===== src/rtl/sub128_pkg.sv =====
// Shared constants and state encoding for the serial 128-bit subtractor.
package sub128_pkg;

    localparam int N      = 128;
    localparam int W      = 32;
    localparam int NSLICE = N / W;
    localparam int IDXW   = (NSLICE > 1) ? $clog2(NSLICE) : 1;

    typedef enum logic [1:0] {
        IDLE = 2'd0,
        RUN  = 2'd1,
        DONE = 2'd2
    } state_t;

endpackage


===== src/rtl/sub128_serial_sub_slice.sv =====
// Combinational W-bit slice subtract: d = a - b - bin, computed as a lookahead
// add of a, ~b and ~bin so it shares structure with the adder slices.
module sub_slice #(
    parameter int W = 32
) (
    input  logic [W-1:0] a,
    input  logic [W-1:0] b,
    input  logic         bin,
    output logic [W-1:0] d,
    output logic         bout
);

    logic [W-1:0] g;
    logic [W-1:0] p;
    logic [W:0]   c;

    assign g = a & ~b;
    assign p = a ^ ~b;

    always_comb begin
        c[0] = ~bin;
        for (int i = 0; i < W; i++) begin
            c[i+1] = g[i] | (p[i] & c[i]);
        end
    end

    assign d    = p ^ c[W-1:0];
    assign bout = ~c[W];

endmodule


===== src/rtl/sub128_serial.sv =====
// Multi-cycle N-bit subtractor, one W-bit slice per clock, LSB first.
// Optional flag outputs (zero/ovf/lt_s) enabled by SUB128_SERIAL_FLAGS_EN.
module sub128_serial
    import sub128_pkg::*;
#(
    parameter int N = sub128_pkg::N,
    parameter int W = sub128_pkg::W
) (
    input  logic         clk,
    input  logic         rst,
    input  logic         in_valid,
    output logic         in_ready,
    input  logic [N-1:0] a,
    input  logic [N-1:0] b,
    input  logic         bin,
    output logic         out_valid,
    input  logic         out_ready,
    output logic [N-1:0] diff,
    output logic         bout
`ifdef SUB128_SERIAL_FLAGS_EN
    ,
    output logic         zero,
    output logic         ovf,
    output logic         lt_s
`endif
);

    localparam int NSLICE = N / W;
    localparam int IDXW   = (NSLICE > 1) ? $clog2(NSLICE) : 1;

    state_t          state_q, state_d;
    logic [IDXW-1:0] idx_q, idx_d;
    logic            borrow_q, borrow_d;
    logic [N-1:0]    a_q, a_d;
    logic [N-1:0]    b_q, b_d;
    logic [N-1:0]    diff_q, diff_d;

    logic [W-1:0]    sl_a, sl_b, sl_d;
    logic            sl_bout;
    logic            last;

`ifdef SUB128_SERIAL_FLAGS_EN
    logic zero_q, zero_d;
    logic ovf_q, ovf_d;
    logic lt_q, lt_d;
`endif

    assign sl_a = a_q[idx_q*W +: W];
    assign sl_b = b_q[idx_q*W +: W];
    assign last = (idx_q == IDXW'(NSLICE - 1));

    sub_slice #(.W(W)) u_slice (
        .a    (sl_a),
        .b    (sl_b),
        .bin  (borrow_q),
        .d    (sl_d),
        .bout (sl_bout)
    );

    always_comb begin
        state_d   = state_q;
        idx_d     = idx_q;
        borrow_d  = borrow_q;
        a_d       = a_q;
        b_d       = b_q;
        diff_d    = diff_q;
        in_ready  = 1'b0;
        out_valid = 1'b0;
`ifdef SUB128_SERIAL_FLAGS_EN
        zero_d    = zero_q;
        ovf_d     = ovf_q;
        lt_d      = lt_q;
`endif
        case (state_q)
            IDLE: begin
                in_ready = 1'b1;
                if (in_valid) begin
                    a_d      = a;
                    b_d      = b;
                    borrow_d = bin;
                    idx_d    = '0;
                    state_d  = RUN;
`ifdef SUB128_SERIAL_FLAGS_EN
                    zero_d   = 1'b1;
                    ovf_d    = 1'b0;
                    lt_d     = 1'b0;
`endif
                end
            end
            RUN: begin
                diff_d[idx_q*W +: W] = sl_d;
                borrow_d             = sl_bout;
                idx_d                = idx_q + 1'b1;
`ifdef SUB128_SERIAL_FLAGS_EN
                // Zero accumulates per slice; sign flags only matter on the top slice.
                zero_d = zero_q & ~(|sl_d);
                if (last) begin
                    ovf_d = (a_q[N-1] != b_q[N-1]) && (sl_d[W-1] != a_q[N-1]);
                    lt_d  = sl_d[W-1] ^ ovf_d;
                end
`endif
                if (last) begin
                    state_d = DONE;
                end
            end
            DONE: begin
                out_valid = 1'b1;
                if (out_ready) begin
                    state_d = IDLE;
                end
            end
            default: state_d = IDLE;
        endcase
    end

    always_ff @(posedge clk or posedge rst) begin
        if (rst) begin
            state_q  <= IDLE;
            idx_q    <= '0;
            borrow_q <= 1'b0;
            a_q      <= '0;
            b_q      <= '0;
            diff_q   <= '0;
`ifdef SUB128_SERIAL_FLAGS_EN
            zero_q   <= 1'b0;
            ovf_q    <= 1'b0;
            lt_q     <= 1'b0;
`endif
        end else begin
            state_q  <= state_d;
            idx_q    <= idx_d;
            borrow_q <= borrow_d;
            a_q      <= a_d;
            b_q      <= b_d;
            diff_q   <= diff_d;
`ifdef SUB128_SERIAL_FLAGS_EN
            zero_q   <= zero_d;
            ovf_q    <= ovf_d;
            lt_q     <= lt_d;
`endif
        end
    end

    assign diff = diff_q;
    assign bout = borrow_q;

`ifdef SUB128_SERIAL_FLAGS_EN
    assign zero = zero_q;
    assign ovf  = ovf_q;
    assign lt_s = lt_q;
`endif

endmodule


===== config.mk =====
export PLATFORM = sky130hd
export DESIGN_NAME = sub128_serial
export DESIGN_NICKNAME = d
export VERILOG_FILES = /design/src/rtl/sub128_pkg.sv /design/src/rtl/sub128_serial_sub_slice.sv /design/src/rtl/sub128_serial.sv
export SDC_FILE = /design/constraint.sdc
export NUM_CORES = 1
export LEC_CHECK = 0
export CELL_PAD_IN_SITES_DETAIL_PLACEMENT = 1
export CELL_PAD_IN_SITES_GLOBAL_PLACEMENT = 1
export CORE_MARGIN = 5
export CORE_UTILIZATION = 45
export DETAILED_ROUTE_END_ITERATION = 7
export GPL_TIMING_DRIVEN = 0
export PLACE_DENSITY = 0.91
export SYNTH_ARGS = -nofsm -noshare
export SYNTH_HDL_FRONTEND = slang
export SYNTH_SLANG_ARGS = --single-unit

===== constraint.sdc =====
create_clock -name clk -period 20.8 [get_ports clk]
set_input_delay 3.12 -clock clk [delete_from_list [all_inputs] [get_ports clk]]
set_output_delay 3.12 -clock clk [all_outputs]
set_load 0.05 [all_outputs]

Word level (Yosys, flattened, before mapping). Index checks and enable logic that the tools add are counted.

Bits in registers: 389. Input port bits: 261. Output and inout bits: 131. Logic and storage cells: 104.

Add/sub/neg operators: 2. Eq/ne operators: 6. Shift-type cells: 4. Mux-type cells: 11. Bitwise logic cells: 70. Reduce and logical (&&, ||, !) cells: 5.

Operators with widths (count): $shiftx 128x8->32 (2); $bwmux 128 (1); $shift 32x34->128 const A (1); $shiftx 32x34->128 (1); $xor 32x32->32 (2); $neg 7->34 (1); $and 1x1->1 (32); $and 32x32->32 (1); $not 32->32 (1); $or 1x1->1 (32); $mux 2 (4); $ne 2x2->1 const B (3); $pmux 2 s3 (1); $eq 2x2->1 const B (2); $pmux 2 s2 (1); $reduce_and 2->1 (2); $mux 1 (3); $reduce_and 3->1 (1); $add 2x1->2 const B (1); $eq 2x1->1 const B (1); $logic_not 2->1 (1); $not 1->1 (2); $pmux 1 s2 (1); $reduce_bool 2->1 (1).

Depth between registers and ports, before layout.
Depth after elaboration: 69. Mapped depth: 39. Gate-level depth less buffers: 37.

Cells and area by module. A second synthesis with hierarchy kept.

Cell total of the unflattened synthesis: 1286. Area, all modules: 18277.5 um2.

By module, submodules not included: sub128_serial (times used 1, cells each 1190, area each 17396.7 um2, sequential area each 9734.3 um2); sub_slice (times used 1, cells each 96, area each 880.8 um2, sequential area each 0.0 um2).

Least setup slack after synthesis. Ideal clock, no wire load.

Path kind: reg2reg. From: register idx_q[0]. To: register diff_q[63] (netlist: diff[63]). Setup time: 0.125 ns. Arrival time: 13.763 ns. Data required time: 20.675 ns. Slack: 6.913 ns. Cell stages (with the launch flop): 38. Cell sequence: dfrtp_1 -> buf_2 -> buf_2 -> buf_4 -> mux4_2 -> fa_1 -> fa_1 -> fa_1 -> fa_1 -> fa_1 -> fa_1 -> fa_1 -> fa_1 -> fa_1 -> fa_1 -> fa_1 -> fa_1 -> fa_1 -> [... 2 more ...] -> fa_1 -> fa_1 -> fa_1 -> fa_1 -> fa_1 -> fa_1 -> fa_1 -> fa_1 -> fa_1 -> fa_1 -> fa_1 -> fa_1 -> fa_1 -> fa_1 -> fa_1 -> fa_1 -> and4b_1 -> mux2_2.

Cells in the longest elaborated chain, start to end: 68. Elaborated cells between the ends (all ways): 72. Classes of those cells: add/sub: 1; shift: 4; mux: 1; bitwise: 66.

RTL lines: from (decl) (line sub128_serial.sv:32) `logic [IDXW-1:0] idx_q, idx_d;`; from (signal assigned) (line sub128_serial.sv:131) `idx_q <= idx_d;`; $shiftx 128x8->32 (line sub128_serial.sv:49) `assign sl_b = b_q[idx_q*W +: W];`; $not 32->32 (line sub128_serial_sub_slice.sv:17, sub128_serial_sub_slice.sv:18); $xor 32x32->32 (line sub128_serial_sub_slice.sv:18) `assign p = a ^ ~b;`; $and 1x1->1 (line sub128_serial_sub_slice.sv:23) `c[i+1] = g[i] | (p[i] & c[i]);`; $or 1x1->1 (line sub128_serial_sub_slice.sv:23); $and 1x1->1 (line sub128_serial_sub_slice.sv:23); $or 1x1->1 (line sub128_serial_sub_slice.sv:23); $and 1x1->1 (line sub128_serial_sub_slice.sv:23); [... 52 more ...]; $or 1x1->1 (line sub128_serial_sub_slice.sv:23); $and 1x1->1 (line sub128_serial_sub_slice.sv:23); $or 1x1->1 (line sub128_serial_sub_slice.sv:23); $and 1x1->1 (line sub128_serial_sub_slice.sv:23); $or 1x1->1 (line sub128_serial_sub_slice.sv:23); $xor 32x32->32 (line sub128_serial_sub_slice.sv:27) `assign d = p ^ c[W-1:0];`; $shiftx 32x34->128 (line sub128_serial.sv:91) `diff_d[idx_q*W +: W] = sl_d;`; $bwmux 128 (*) (line sub128_serial.sv:91); to (signal assigned) (line sub128_serial.sv:135) `diff_q <= diff_d;`; to (decl) (line sub128_serial.sv:36) `logic [N-1:0] diff_q, diff_d;`.

Every way passes the cells marked *; elsewhere a longest branch is shown, timed or not. A chain may end at the register's enable or synchronous reset.

Worst setup path after layout.
From: register idx_q[1]. To: register diff_q[127] (netlist: diff[127]).

The elaborated chain is that of the path after synthesis.

==> impl_results.md <==
- Cells after synthesis: 1219
- GRT Total Usage: 0.2947
- VDD IR max: ~0.00009 V
- Worst setup slack after layout: 5247 ps
- Iteration-0 DRC Markers: 760
- Final Util: 0.6117
- Syn Std Cell Area: between 15000 and 20000 um^2
- Routed Antenna Nets: 0
- DP HPWL: 49130 um
- Post-synthesis sequential area ratio: 0.5341
- Filler-free cell count of the finished design: 2227
- Final number of hold-violating endpoints: 0
- Vias: around 13000
- Pin count of the biggest net entering global routing: 133
- Sequential share of power: 0.260
- Number of distinct library cells after synthesis: 34
- Design area: roughly 24000 um^2
- Fin crit share: 0.7477
- Routability Congestion: roughly 0.90
- GRT met2 Usage: 0.5181
- Setup tns final: 0 ps
- Vias/cell: ~5.7
- Clk_lat worst skew: 590 ps
- Filler cells: 3726
- Crit-path max cell delay: 690 ps
- Commonest non-fill, non-tap cell in the layout: clkdlybuf4s50_1
- Grt ovf: 0
- Core region area: 39910 um^2
- Cell mode on critical path: fa_1
- Final Setup Violations: 0
- DP Area: 22890 um^2
- WS Path Type: reg2reg
- Crit path DAT: between 15000 and 20000 ps
- Area Overhead vs Synth: 33.98%
- Slack of the worst reg-to-reg path: 5250 ps
- Status: finished, final reports clean
- P_sw: 2.332 mW
- WP data required: 21320 ps
- Reg2Reg Launch Point: idx_q[1]$_DFFE_PP0P_
- Internal power: roughly 2.8 mW
- Number of gates resized after CTS: 0
- Grt met1 use: 0.3564
- Final max-slew violation count: 0
- Antenna violations before repair: 20
- Top_reg_cell synth: dfrtp_1
- Post-route minimum period: around 16000 ps
- RSZ-0062 raised after global routing: false
- Asr flop ratio synth: 1.000
- Pwr dens: ~210 nW/um^2
- Hold_buf cts: 0
- Min-Delay Path Depth: 1
- Syn Area/Cell: 14.95 um^2
- Area of the multi-input gates: 7468 um^2
- Max Root-Sink Buffers: 3
- Slew @ Worst Pin: 904.1 ps
- Sequential standard cell area: 9734 um^2
- Max transition margin: 0.3973
- Fmax: 0.06430 GHz
- Reg-to-reg critical path endpoint: diff[127]$_DFFE_PP0P_
- Die Area: 44620 um^2
- Die Ht: 211.2 um
- # port buffers: 391
- Cell depth of the worst flop-to-flop path: 38
- TritonCTS clock tree: done
- Routed wire per std cell: 29.86 um
- Most frequent cells in the layout: clkdlybuf4s50_1 (391), dfrtp_1 (389), mux2_1 (240)
- Crit-path slowest cell: fa_1
- CTS H-tree depth: 2
- Max_cap viols: 0
- Hold EP: a_q[99]$_DFFE_PP0P_
- Chip width: 211.2 um
- Net count, final: ~2000
- Initial core utilization: 0.4566
- Syn nets: 1517
- Vias in the first global route: 14700
- Met3 Use GR: 0.07025
- Share of post-route cells with drive strength above 1: 0.1821
- Type of origin of the critical path: flip-flop
- Leak: between 10 and 15 nW
- Wirelength, routed: 66510 um
- Placed Instances: 2138
- DRC violations left: 0
- Top cell type's share of synthesized area: 0.5341
- Number of synthesized flops with an enable pin: 0
- Total power draw: just over 5 mW
- Most Used Layer, Global Route: met2
- First-pass GRT wire length: a little under 100000 um
- Worst setup EP type: flip-flop
- Router iterations before antenna repair: 4
- Yosys reg bits: 389
- CTS Root Cell: clkbuf_16
- Leading area contributor after synthesis: dfrtp_1
- Combinational share of power: 0.580
- Post-CTS Setup Inserts: 0
- Worst Min Path Start: a_q[99]$_DFFE_PP0P_
- CTS Buf Count: 43
- Clk pwr share: 0.159
- I/O pin count: a little under 400
- Hold Slack: 484.5 ps
- Crit-path max FO: 10
- Clock transition at path regs: around 70 ps
- Place WS: about 5300 ps
- Top post-synthesis cells by area: dfrtp_1 (53%), mux2_1 (15%), mux4_2 (7.9%)
- # clock sinks: 389
- Site Rows: 73
- Sw Share: 0.4537
- Yosys warnings: 0
- Worst clock skew: 22.37 ps
- Hold crit path type: reg2reg
==> logic make-up after synthesis <==
family	after synthesis	synth area share
fa+ha+maj	37	0.03858
buf+inv	197	0.05609
mux	394	0.2829
compound gates	60	0.03021
simple gates	142	0.05808
flops	389	0.5341
==> final cells by class <==
type	instances	share of cell area
Sequential cell	389	0.3987
Antenna cell	11	0.001127
Timing Repair Buffer	394	0.1637
Tap cell	525	0.02690
Clock inverter	21	0.01045
Clock buffer	57	0.05114
Multi-Input combinational cell	633	0.3059
Buffer	104	0.02757
Inverter	93	0.01460
==> worst max-delay path: cells and delay by family, from the launching register on <==
family,cells,cell delay (ps)
fa+ha+maj,32,13060
buf+inv,3,990
flops,1,450
mux,2,580
simple gates,1,370
==> registers in the layout (all words and copies together), names as in the netlist <==
register / count
a_q: 128
b_q: 128
diff: 128
idx_q: 2
state_q: 2
bout: 1
==> layer usage <==
layer	share of wire	wire length, um
met4	0.028	1844
met2	0.52	34540
met1	0.38	25380
met3	0.069	4617
met5	0.0018	118
==> worst max-delay path by stage <==
stage                          from                     to  depth (start not counted)
3_5_place_dp   idx_q[1]$_DFFE_PP0P_  diff[127]$_DFFE_PP0P_                         38
4_1_cts        idx_q[1]$_DFFE_PP0P_  diff[127]$_DFFE_PP0P_                         38
3_3_place_gp                    rst    b_q[55]$_DFFE_PP0P_                          2
6_report       idx_q[1]$_DFFE_PP0P_  diff[127]$_DFFE_PP0P_                         38
2_1_floorplan                   rst     a_q[0]$_DFFE_PP0P_                          1
5_1_grt        idx_q[1]$_DFFE_PP0P_  diff[127]$_DFFE_PP0P_                         38
==> power by group through the flow <==
stage	clock network, mW	logic, mW	registers [mW]
6_report	0.819	2.98	1.34
5_1_grt	0.860	3.11	1.37
4_1_cts	0.828	2.97	1.33
3_5_place_dp	0	2.92	1.33
3_3_place_gp	0	2.82	1.29
2_1_floorplan	0	1.52	1.53
==> synthesized netlist by cell type (2+ instances only) <==
cell	count
o32ai_1	51
buf_1	4
fa_1	32
ha_1	5
mux2_2	89
inv_1	93
clkbuf_1	32
buf_2	23
o32ai_2	4
and4b_1	31
buf_8	4
buf_4	23
mux2_1	240
clkbuf_2	2
buf_6	16
mux4_2	64
nor4bb_1	41
nand2_1	53
and3b_1	4
or3b_1	2
dfrtp_1	389
nand2b_1	5
(Power assumes the default switching activity.)
==> patch 1 (config.mk and constraints unchanged) <==
Reset style: synchronous (`rst`), changed in one clocked block.
--- a/src/rtl/sub128_serial.sv
+++ b/src/rtl/sub128_serial.sv
@@ -113,7 +113,7 @@
         endcase
     end
 
-    always_ff @(posedge clk or posedge rst) begin
+    always_ff @(posedge clk) begin
         if (rst) begin
             state_q  <= IDLE;
             idx_q    <= '0;
Behaviour: differs if rst is asserted again (counterexample within 4 cycles, from zero or initial values and one cycle with rst high); with rst held inactive, the same outputs for 4 cycles.
==> patch 1 against the unedited design <==
- setup slack gained 0.32 ns
- via count grew 21%
- critical path depth grew 2
- wire length grew 0.57%
- utilization grew 1.5 points
- sequential cell count is the same
- cell count grew 19%
- cell area shrank 11%
- global-route usage grew 3.6 points
- first-iteration DRC count grew 32%
- synthesized area shrank 13%
- critical endpoint is now diff[127]$_SDFFE_PP0P_
- largest cell class unchanged
Power is not compared: it rests on default switching activity, and its combinational part moved more than twofold at a synthesized area within 25%.
==> patch 1: results (changes against the unedited design) <==
run_status:
  status: "complete, no violations"
routing:
  wl_met3_um: 4490  # -2.9%
  vias_per_cell: 5.79  # +2.0%
  wirelength_met1_um: 24900  # -1.9%
  drt_iter0_markers: 1000  # +32%
  first_pass_iters: 6  # +2
  top_layer: "met4"
  routed_wl_um: 66900  # +0.57%
yosys:
  synth_area_sq_um: 15900  # -13%
  synth-seq-area-share_pct: 49.0  # -4.4 points
  ys_types: 34  # unchanged
  ys_top_cells_by_area: "dfxtp_1 (49%), nand2_1 (14%), mux4_2 (9.1%)"
  synth_compound_gate_area_share_pct: 14.3  # +11 points
  avgSynthCellArea_sq_um: 9.20  # -38%
  synthAdderAreaFrac_pct: 4.42  # +0.56 points
  synth_mux_area_share_pct: 9.19  # -19 points
  ys_top_cells_by_count: "nand2_1 (577), dfxtp_1 (389), a21oi_1 (257)"
  synthesis.nets: 2027  # +34%
  synthArstFlopShare_pct: 0  # -100 points
cells_and_area:
  seq_cell_count: 389  # unchanged
  inverters_excl_clock: 38  # -59%
  nets: 2461  # +26%
  num-nonclk-buffers: 541  # +8.6%
  multi_input_cells: 1152  # +82%
  multi_input_area_share_pct: 32.6  # +2.0 points
  drive_gt1_share_pct: 10.4  # -7.8 points
  finish.cell_count_without_fillers: 2651  # +19%
  n_fill_cell: 3899  # +4.6%
  area_share_nonclk_buffers_pct: 22.0  # +2.9 points
  seq_area_sq_um: 7790  # -20%
  n_clock_buffer: 58  # +1.8%
setup_path:
  crit_path_max_fanout: 10  # unchanged
  r2r.worst_path.cells: 40  # +5.3%
  reg2reg_slack_ns: 5.57  # +0.32 ns
  reg2reg_to: "diff[127]$_SDFFE_PP0P_"
  max_stage_delay_ns: 0.73  # +0.04 ns
global_routing:
  grt_pass1_vias: 16862  # +15%
  grt_util_met3_pct: 4.46  # -2.6 points
  grt_usage_pct: 33.1  # +3.6 points
  antenna_found_initial: 1  # -95%
  grt_util_met1_pct: 39.2  # +3.6 points
  grt_max_degree: 14  # -89%
  grt_pass1_wl_um: 99300  # +1.6%
  grtUsageMet2_pct: 58.6  # +6.8 points
clocking:
  cts_root_buffer: "clkbuf_16"
  cts_buffers: 41  # -4.7%
  clock_path_buffers: 3  # unchanged
  clock_latency_ns: 0.54  # -0.05 ns
sta:
  fmax_mhz: 65.6  # +2.1%
  skew_ns: 0.0238  # +0.00146 ns
  final-setup-viol-count: 0  # unchanged
  worstMarginPinSlew_ns: 0.784  # -0.120 ns
place:
  place_ws_ns: 5.71  # +0.395 ns
  hpwl_um: 51500  # +4.8%
  place_area_sq_um: 20400  # -11%
  post-place-cells: 2575  # +20%
  place.gp.congestion: 0.916  # +1.5%
hold_path:
  hold_depth: 2  # +1
## patch 1: critical path, delay by kind of cell, from the launching register on
family | cells | cell delay [ns]
compound gates | 1 | 0.18
fa+ha+maj | 32 | 13.13
buf+inv | 5 | 1.01
flops | 1 | 0.36
mux | 1 | 0.37
simple gates | 1 | 0.10
## patch 1: worst min path at each step
| stage | startpoint | to | slack (ns) |
|---|---|---|---|
| final | a_q[54]$_SDFFE_PP0P_ | a_q[54]$_SDFFE_PP0P_ | 0.45 |
| after global routing | b_q[115]$_SDFFE_PP0P_ | b_q[115]$_SDFFE_PP0P_ | 0.47 |
| after CTS | b_q[65]$_SDFFE_PP0P_ | b_q[65]$_SDFFE_PP0P_ | 0.45 |
| after detailed placement | b_q[65]$_SDFFE_PP0P_ | b_q[65]$_SDFFE_PP0P_ | 0.45 |
| after global placement | a_q[103]$_SDFFE_PP0P_ | a_q[103]$_SDFFE_PP0P_ | 0.44 |
| after floorplan | a_q[32]$_SDFFE_PP0P_ | a_q[32]$_SDFFE_PP0P_ | 0.43 |
==> patch 2 (same flow settings) <==
Without the edit above. `W` is set to 32 in 2 places; all go to 64.
--- a/src/rtl/sub128_pkg.sv
+++ b/src/rtl/sub128_pkg.sv
@@ -2,7 +2,7 @@
 package sub128_pkg;
 
     localparam int N      = 128;
-    localparam int W      = 32;
+    localparam int W      = 64;
     localparam int NSLICE = N / W;
     localparam int IDXW   = (NSLICE > 1) ? $clog2(NSLICE) : 1;
 
--- a/src/rtl/sub128_serial_sub_slice.sv
+++ b/src/rtl/sub128_serial_sub_slice.sv
@@ -1,7 +1,7 @@
 // Combinational W-bit slice subtract: d = a - b - bin, computed as a lookahead
 // add of a, ~b and ~bin so it shares structure with the adder slices.
 module sub_slice #(
-    parameter int W = 32
+    parameter int W = 64
 ) (
     input  logic [W-1:0] a,
     input  logic [W-1:0] b,
Function: changed (a bounded check fails within 4 cycles, from zero or initial values and one cycle with rst high).
==> patch 2 against the unedited design <==
- the run now ends with setup timing left
- sequential cell count decreased by 1
- synthesized cell count is 3.3% lower
- total power is 1.2% higher
- setup slack lost 8.8 ns
- cell area fell by 1.3%
- cell count fell by 1.4%
- synthesized area decreased by 3.0%
- die area decreased by 2.8%
- non-clock buffer count fell by 33
- wire length is 5.1% lower
==> patch 2: results (changes against the unedited design) <==
run_status:
  status: "finished with violations"
  violations: "setup timing"
pwr:
  ir_drop_mv: 0.138  # +58%
  p_leak_nw: 10.2  # -0.77%
yosys:
  ys_types: 23  # -32%
  synthesis.nets: 1504  # -0.86%
  ys_top_cells_by_area: "dfrtp_1 (55%), mux2_2 (23%), fa_1 (7.2%)"
setup_path:
  crit_path_max_fanout: 8  # -2
  slowest_stage: "fa_2"
  crit_start: "idx_q$_DFFE_PP0P_"
  cp.arrival_ns: 24.76  # +8.69 ns
global_routing:
  grt_pass1_vias: 14149  # -3.7%
  grt_pass1_wl_um: 95200  # -2.6%
  antenna_found_initial: 24  # +20%
sta:
  worstMarginPinSlew_ns: 0.726  # -0.178 ns
  final-setup-viol-count: 21  # +21
  finalWorstSetupSlack_ns: -3.53  # -8.78 ns
  skew_ns: 0.0150  # -0.00740 ns
place:
  place_area_sq_um: 22500  # -1.5%
  hpwl_um: 44000  # -10%
  place.gp.congestion: 0.812  # -10%
routing:
  drt_iter0_markers: 508  # -33%
  routed_wl_um: 63100  # -5.1%
clocking:
  clock_latency_ns: 0.56  # -0.03 ns
cells_and_area:
  nets: 1948  # -0.41%
hold_path:
  min_from: "diff[56]$_DFFE_PP0P_"
[patch 2: changes by cell type in the layout (fill, tap and decap cells not counted), sizes merged, moves of 5 or more]
cell	delta
clkinv	-6
diode	+13
and4b	-31
inv	-93
clkbuf	-19
mux2	+54
ha	-5
o32ai	-55
nand2	+140
nor4bb	-40
mux4	-64
fa	+32
mux2i	+63
[patch 2: area by class of cell]
type	instances	area, sq um
Fill cell	3593	14600
Sequential cell	388	9710
Multi-Input combinational cell	722	7360
Timing Repair Buffer	400	4040
Clock buffer	70	1370
Buffer	65	840
Tap cell	518	648
Antenna cell	24	60.1
Clock inverter	5	52.6
Inverter	3	18.8
[patch 2: worst paths after layout]
check                           cells after the start  slack [ns]                    end
worst max-delay path                               69       -3.53  diff[127]$_DFFE_PP0P_
worst max register to register                     69       -3.53  diff[127]$_DFFE_PP0P_
max in group asynchronous                           4       16.37  diff[118]$_DFFE_PP0P_
worst min-delay path                                2        0.48   diff[56]$_DFFE_PP0P_
min in group asynchronous                           2        3.07    a_q[85]$_DFFE_PP0P_
worst min register to register                      2        0.48   diff[56]$_DFFE_PP0P_
[patch 2: layer usage]
metal / wire (um) / global-route usage [%]
met5: 20 / 0
met4: 2270 / 12.8
met3: 3020 / 5.20
met2: 33900 / 51.8
met1: 23900 / 34.3
[patch 2: cell families (layout without fill, tap and decap cells)]
logic type / Yosys count / count (layout) / share of synthesized area, %
mux: 447 / 447 / 28.4
flops: 388 / 388 / 54.9
simple gates: 204 / 204 / 4.66
buf+inv: 69 / 543 / 4.56
fa+ha+maj: 64 / 64 / 7.24
compound gates: 7 / 7 / 0.198
other cells: 0 / 24 / 0
[patch 2: where the power goes]
| group | total, mW | switching (mW) | internal, mW |
|---|---|---|---|
| Sequential | 1.41 | 0.255 | 1.16 |
| Combinational | 3.01 | 1.65 | 1.36 |
| Clock | 0.775 | 0.315 | 0.460 |
[patch 2: critical path: cells and delay by family, from the launching register on]
kind | cells | cell delay, ns
muxes | 2 | 0.53
buffers and inverters | 3 | 0.30
DFF | 1 | 0.42
adders and majority gates | 64 | 22.93
[patch 2: metrics by stage]
step           hold slack, ns  setup WS, ns  cells  setup TNS [ns]  util [%]
5_1_grt                 0.504         -3.93   2195          -48.84      62.2
3_3_place_gp            0.459         -3.53   2088          -41.51      57.9
3_5_place_dp            0.466         -3.69   2091          -45.14      58.2
4_1_cts                 0.481         -3.51   2171          -40.26      62.0
6_report                0.475         -3.53   2195          -40.71      62.2
2_1_floorplan           0.452         -2.24   1179          -18.40         -
[patch 2: repair_timing]
item / in CTS / in global routing
pin swaps: 2 / 5
setup buffers: 5 / 1
endpoints found under the setup margin: 24 / 23
gates resized for setup: 11 / 3
